==> src/rtl/proc_io_bridge_pkg.sv <==
// Purpose : shared helpers for the processor I/O bridge (clog2, lowest-set-bit encoder).
// Latency : n/a (compile-time and combinational functions only).
// Backpressure: n/a.
// Contents: clog2() for pointer sizing, lsb_index() for one-hot strobe priority.
package proc_io_bridge_pkg;

  // Widest strobe vector the encoder accepts; strobe widths above this are not supported.
  localparam int ENC_W = 32;
  localparam int LSB_W = 5;

  function automatic int clog2(input int value);
    int v;
    clog2 = 0;
    v = value - 1;
    while (v > 0) begin
      clog2 = clog2 + 1;
      v = v >> 1;
    end
  endfunction

  // Index of the lowest set bit; returns 0 for an all-zero vector, so callers
  // must qualify the result with a separate "any bit set" term.
  function automatic logic [LSB_W-1:0] lsb_index(input logic [ENC_W-1:0] vec);
    lsb_index = '0;
    for (int i = ENC_W - 1; i >= 0; i--) begin
      if (vec[i]) lsb_index = LSB_W'(i);
    end
  endfunction

endpackage

==> src/rtl/io_fifo.sv <==
// Purpose : single-clock first-word-fall-through FIFO backing one processor I/O port.
// Latency : a pushed word is visible on head the cycle after the push edge; pop is zero-latency.
// Backpressure: full is registered-count only; a push while full is ignored even if popped that cycle.
// Ports   : clk, rst (async active-low), push/push_data, pop, head (0 when empty), full, empty.
module io_fifo
  import proc_io_bridge_pkg::*;
#(
  parameter int NUBITS = 32,
  parameter int FDEPTH = 8
) (
  input  logic              clk,
  input  logic              rst,
  input  logic              push,
  input  logic [NUBITS-1:0] push_data,
  input  logic              pop,
  output logic [NUBITS-1:0] head,
  output logic              full,
  output logic              empty
);

  localparam int PTRW = clog2(FDEPTH);
  localparam int CNTW = PTRW + 1;

  logic [NUBITS-1:0] mem [FDEPTH];
  logic [PTRW-1:0]   wr_ptr;
  logic [PTRW-1:0]   rd_ptr;
  logic [CNTW-1:0]   count;
  logic              do_push;
  logic              do_pop;

  assign full    = (count == CNTW'(FDEPTH));
  assign empty   = (count == '0);
  assign do_push = push && !full;
  assign do_pop  = pop && !empty;

  // Head is forced to zero when empty so the processor sees 0 on an underflow read.
  assign head = empty ? '0 : mem[rd_ptr];

  // Storage carries no reset: contents are unreachable once the pointers clear.
  always_ff @(posedge clk) begin
    if (do_push) mem[wr_ptr] <= push_data;
  end

  // FDEPTH is a power of two, so pointer wrap is the natural PTRW-bit rollover.
  always_ff @(posedge clk or negedge rst) begin
    if (!rst) begin
      wr_ptr <= '0;
      rd_ptr <= '0;
      count  <= '0;
    end else begin
      if (do_push) wr_ptr <= wr_ptr + 1'b1;
      if (do_pop)  rd_ptr <= rd_ptr + 1'b1;
      case ({do_push, do_pop})
        2'b10:   count <= count + 1'b1;
        2'b01:   count <= count - 1'b1;
        default: count <= count;
      endcase
    end
  end

endmodule

==> src/rtl/proc_io_bridge.sv <==
// Purpose : peripheral responder for the processor I/O port bus; FIFOs decouple I/O
//           instructions from external valid/ready producers and consumers.
// Latency : io_in is combinational from the input FIFO head; processor writes reach m_data next cycle.
// Backpressure: s_ready drops when an input FIFO is full; writes to a full output FIFO are dropped
//           and flagged in overflow; reads of an empty input port return 0 and flag underflow.
// Ports   : req_in/io_in (processor read), out_en/io_out (processor write),
//           s_* (input streams), m_* (output streams), underflow/overflow (sticky).
module proc_io_bridge
  import proc_io_bridge_pkg::*;
#(
  parameter int NUBITS = 32,
  parameter int NUIOIN = 2,
  parameter int NUIOOU = 2,
  parameter int FDEPTH = 8
) (
  input  logic                     clk,
  input  logic                     rst,
  input  logic [NUIOIN-1:0]        req_in,
  output logic [NUBITS-1:0]        io_in,
  input  logic [NUIOOU-1:0]        out_en,
  input  logic [NUBITS-1:0]        io_out,
  input  logic [NUIOIN*NUBITS-1:0] s_data,
  input  logic [NUIOIN-1:0]        s_valid,
  output logic [NUIOIN-1:0]        s_ready,
  output logic [NUIOOU*NUBITS-1:0] m_data,
  output logic [NUIOOU-1:0]        m_valid,
  input  logic [NUIOOU-1:0]        m_ready,
  output logic [NUIOIN-1:0]        underflow,
  output logic [NUIOOU-1:0]        overflow
);

  // ---------------- strobe priority encoders ----------------
  logic             rd_any;
  logic             wr_any;
  logic [LSB_W-1:0] rd_idx;
  logic [LSB_W-1:0] wr_idx;

  assign rd_any = |req_in;
  assign wr_any = |out_en;
  assign rd_idx = lsb_index(ENC_W'(req_in));
  assign wr_idx = lsb_index(ENC_W'(out_en));

  // ---------------- processor input ports ----------------
  logic [NUIOIN-1:0] rd_sel;
  logic [NUIOIN-1:0] in_full;
  logic [NUIOIN-1:0] in_empty;
  logic [NUBITS-1:0] in_head [NUIOIN];

  for (genvar k = 0; k < NUIOIN; k++) begin : g_in
    assign rd_sel[k]  = rd_any && (rd_idx == LSB_W'(k));
    assign s_ready[k] = ~in_full[k];

    io_fifo #(
      .NUBITS (NUBITS),
      .FDEPTH (FDEPTH)
    ) u_fifo (
      .clk       (clk),
      .rst       (rst),
      .push      (s_valid[k]),
      .push_data (s_data[k*NUBITS +: NUBITS]),
      .pop       (rd_sel[k]),
      .head      (in_head[k]),
      .full      (in_full[k]),
      .empty     (in_empty[k])
    );
  end

  // rd_sel is one-hot or zero, so a plain priority-free select is sufficient.
  always_comb begin
    io_in = '0;
    for (int k = 0; k < NUIOIN; k++) begin
      if (rd_sel[k]) io_in = in_head[k];
    end
  end

  always_ff @(posedge clk or negedge rst) begin
    if (!rst) underflow <= '0;
    else      underflow <= underflow | (rd_sel & in_empty);
  end

  // ---------------- processor output ports ----------------
  logic [NUIOOU-1:0] wr_sel;
  logic [NUIOOU-1:0] out_full;
  logic [NUIOOU-1:0] out_empty;

  for (genvar k = 0; k < NUIOOU; k++) begin : g_out
    assign wr_sel[k]  = wr_any && (wr_idx == LSB_W'(k));
    assign m_valid[k] = ~out_empty[k];

    io_fifo #(
      .NUBITS (NUBITS),
      .FDEPTH (FDEPTH)
    ) u_fifo (
      .clk       (clk),
      .rst       (rst),
      .push      (wr_sel[k]),
      .push_data (io_out),
      .pop       (m_ready[k]),
      .head      (m_data[k*NUBITS +: NUBITS]),
      .full      (out_full[k]),
      .empty     (out_empty[k])
    );
  end

  always_ff @(posedge clk or negedge rst) begin
    if (!rst) overflow <= '0;
    else      overflow <= overflow | (wr_sel & out_full);
  end

endmodule

==> config.mk <==
export PLATFORM = sky130hd
export DESIGN_NAME = proc_io_bridge
export DESIGN_NICKNAME = d
export VERILOG_FILES = /design/src/rtl/proc_io_bridge_pkg.sv /design/src/rtl/io_fifo.sv /design/src/rtl/proc_io_bridge.sv
export SDC_FILE = /design/constraint.sdc
export NUM_CORES = 1
export LEC_CHECK = 0
export ABC_AREA = 1
export BUFFER_PORTS_ARGS = -buffer_cell sky130_fd_sc_hd__buf_2
export CAP_MARGIN = 15
export CORE_MARGIN = 5
export CORE_UTILIZATION = 25
export DETAILED_ROUTE_END_ITERATION = 10
export GPL_ROUTABILITY_DRIVEN = 0
export PLACE_DENSITY = 0.48
export RECOVER_POWER = 100
export SETUP_SLACK_MARGIN = 0.5
export SLEW_MARGIN = 20
export SYNTH_ARGS = -nofsm -noshare
export SYNTH_HDL_FRONTEND = slang
export SYNTH_HIERARCHICAL = 1
export SYNTH_SLANG_ARGS = --single-unit
==> constraint.sdc <==
create_clock -name clk -period 2.6 [get_ports clk]
set_input_delay 0.52 -clock clk [delete_from_list [all_inputs] [get_ports clk]]
set_output_delay 0.52 -clock clk [all_outputs]
set_load 0.02 [all_outputs]
==> results.cfg <==
[logic_synthesis]
synthTopCellsByArea = edfxtp_1 (71%), nor2_1 (8.2%), o21ai_0 (5.8%)
syn-num-nets = 3606
synth.most_common_cell = edfxtp_1
synth_edf_count = 1024
synth_top_family_by_area = simple AND/OR/NAND/NOR gates
async_flop_share_pct = 4.12
synthMuxAreaShare_pct = 0
synth_xor_area_share_pct = 0.463
synth-compound-area-share_pct = 10.2
avgSynthCellArea_um2 = 12.5
synthFlopType = edfxtp_1
yosys.area_share.simple_pct = 11.7
synth_seq_cells = 1068
synthAdderAreaFrac_pct = 0.575
syn_area_um2 = 43500
ys_seq_area_share_pct = 73.2
syn_inst = 3480
yosys_warnings = 6
synth_top_area_share_pct = 70.7
yosys.cell_types.count = 28
synth.cells.most_frequent = edfxtp_1 (1024), nor2_1 (947), o21ai_0 (507)
yosys.area.top_type = edfxtp_1

[grt]
grt_overflow = 0
antenna_found_initial = 21
grt_util_all_layers_pct = 14.1
grt_pass1_wl_um = 193000
grt_max_degree = 66
grt_pass1_vias = 28000

[timing]
setup_slack_ns = -0.479
fin_skew_ns = 0.0313
setup_viol = 180
tightest_slew_ns = 1.18
period_needed_ns = 3.08
period_share_pct = 118
finalSetupTns_ns = -35.72
grt_setup_unrepaired = yes
clock.fmax_mhz = 325
hold_violations = 0
report.final.slew_viol_count = 0
slew_headroom_pct = 21.6

[worst_hold_path]
hold_path_startpoint = out_en[0]
min_to = overflow[0]
hold_path.class = input port to flop
whs_path_depth = 3

[cts]
clkLatencyLatePin_ns = 0.73
cts_tree = yes
cts_max_level = 3
clk_pin_slew_ns = 0.06
cts_max_path_buffers = 3
cts_num_sinks = 1068
numCtsBuffers = 107
cts_root_buf = clkbuf_16

[finish]
drive_above_1_share_pct = 27.7
layout.nets = 4096
area_delta_synth_final_pct = 34.7
post-route-util_pct = 33.8

[power_and_ir_drop]
pwr-share-seq_pct = 29.1
internal_power_uw = 47400
clockPowerShare_pct = 20.3
sw_frac_of_total_pct = 38.5
peakVddDrop_mv = 0.679
p_per_area_nw_per_um2 = 1310
p_leak_uw = 0.0203
p_switching_uw = 29600
comb_power_share_pct = 50.6

[detailed_routing]
wl_per_cell_um = 21.5
drt_wl_total_um = 138000
drt-initial-drc-count = 2381
vias_per_cell = 4.61
drtAntennaViolNets = 0
vias = 29500
dr.pass1.iters = 6
drc_errors = 0

[critical_path]
critical_path.max_stage_delay_ns = 0.52
r2r_cells = 13
reg2reg_from = g_out[1].u_fifo/count[0]
worstSetupEndpointType = primary output
path_class = flop to primary output
cp_max_fo = 6
arrival_ns = 2.56
reg2reg_slack_ns = -0.15
r2r_end = g_out[1].u_fifo/count[2]
path_cells = buf_12 -> clkinv_16 -> buf_12 -> buf_16 -> nor2_2 -> o211ai_1 -> nand2_1 -> nor2_4 -> nand3_2 -> nand2_2 -> buf_6
crit_top_cell = buf_12
cp-start-kind = flop
critical_path_required_ns = 2.08
cp_slowest_cell = dfrtp_4

[floorplan]
core_area_um2 = 173000
fp-row-count = 153
ioPinCount = 210
die_h_um = 427
dieArea_um2 = 183000
initial_core_util_pct = 25.1
fp.dieW_um = 427

[place]
pre_cts_slack_ns = -0.0285
io_buffer_count = 209
hpwl_um = 71200

[run]
max_cap_violations = 0

[run_status]
violations = setup timing
outcome = finished, violations left
critical path, delay by kind of cell (launching register included):
kind / cells / cell delay (ns)
compound gates: 1 / 0.15
buf+inv: 5 / 0.63
flops: 1 / 0.52
simple gates: 5 / 0.55
worst max path at each step:
stage,startpoint,to,slack [ns],depth (start not counted)
floorplan,g_in[0].u_fifo/count[2],g_in[0].u_fifo/mem[1][0],-0.005,6
global placement,g_in[1].u_fifo/rd_ptr[0],io_in[14],-0.10,11
detailed placement,g_in[1].u_fifo/rd_ptr[0],io_in[14],-0.03,11
CTS,g_in[1].u_fifo/rd_ptr[0],io_in[5],-0.54,11
global route,g_in[1].u_fifo/rd_ptr[0],io_in[2],-0.64,12
finish,g_in[1].u_fifo/rd_ptr[0],io_in[5],-0.48,11
registers in the layout, summed over array words and instances (netlist names):
| signal | count |
|---|---|
| g_out.u_fifo/count | 8 |
| g_in.u_fifo/wr_ptr | 6 |
| g_out.u_fifo/mem | 512 |
| g_in.u_fifo/rd_ptr | 6 |
| g_in.u_fifo/count | 8 |
| g_out.u_fifo/wr_ptr | 6 |
| underflow | 2 |
| g_in.u_fifo/mem | 512 |
| g_out.u_fifo/rd_ptr | 6 |
| overflow | 2 |
cell usage in the layout (no fill, tap or decap), types with 17 or more instances in the layout:
cell type / synthesis / layout
nor2_4: 0 / 109
buf_12: 5 / 85
inv_1: 56 / 44
nand2_2: 0 / 32
nand3_2: 30 / 33
o22ai_2: 0 / 32
clkbuf_4: 0 / 17
o21ai_2: 0 / 65
nor2_1: 947 / 677
buf_6: 49 / 132
o21ai_1: 20 / 149
edfxtp_1: 1024 / 1024
dfrtp_2: 0 / 17
clkbuf_1: 70 / 141
buf_4: 15 / 101
o22ai_1: 128 / 96
buf_16: 0 / 77
o21ai_0: 507 / 310
o211ai_1: 128 / 128
nor2_2: 0 / 161
clkbuf_16: 0 / 137
dfrtp_1: 44 / 23
nand2_1: 298 / 260
power groups by stage:
stage / clock, µW / combinational, µW / sequential [µW]
after floorplan: 0 / 15100 / 22300
after global placement: 0 / 25000 / 22500
after detailed placement: 0 / 25000 / 22600
after CTS: 16000 / 35500 / 22300
after global routing: 16700 / 41300 / 22600
final: 15600 / 38900 / 22400
per-stage QoR:
step	total power (µW)	hold slack, ns	area, µm²	std cells
final	76900	0.128	58600	6400
after global routing	80600	0.103	58600	6391
after CTS	73800	0.00177	56800	6302
after detailed placement	47600	0.447	48500	5959
after global placement	47500	0.438	48500	5959
after floorplan	37400	0.224	43700	3480
cells by family (layout without fill, tap and decap cells):
kind of cell | count (synthesis) | after routing
adders and majority gates | 20 | 20
DFF | 1068 | 1068
xor gates and xnor gates | 23 | 23
and+or+nand+nor | 1300 | 1300
AOI/OAI and AO/OA | 790 | 790
buffers and inverters | 279 | 860
other | 0 | 14
routing by layer:
| metal | vias up | track usage, % | routed length, µm |
|---|---|---|---|
| met2 | 762 | 23.0 | 65100 |
| met1 | 15000 | 19.4 | 61700 |
| met3 | 193 | 1.89 | 6540 |
| li1 | 13500 | - | - |
| met4 | 6 | 4.79 | 4330 |
| met5 | - | 0 | 34 |
area by class of cell:
class	count	area, µm²
Inverter	62	374
Clock inverter	51	588
Fill cell	17100	115000
Tap cell	2325	2910
Clock buffer	149	2960
Multi-Input combinational cell	2133	11900
Timing Repair inverter	3	55.1
Timing Repair Buffer	595	7890
Sequential cell	1068	31900
Antenna cell	14	35.0
repair_timing:
item / in CTS / in global routing
pin swaps: 205 / 277
resized for setup: 706 / 445
endpoints found under the setup margin: 195 / 512
endpoints found under the hold margin: 52 / 0
hold buffers: 7 / 0
gates cloned: 73 / 37
buffers inserted: 63 / 47
(Power assumes the default switching activity.)
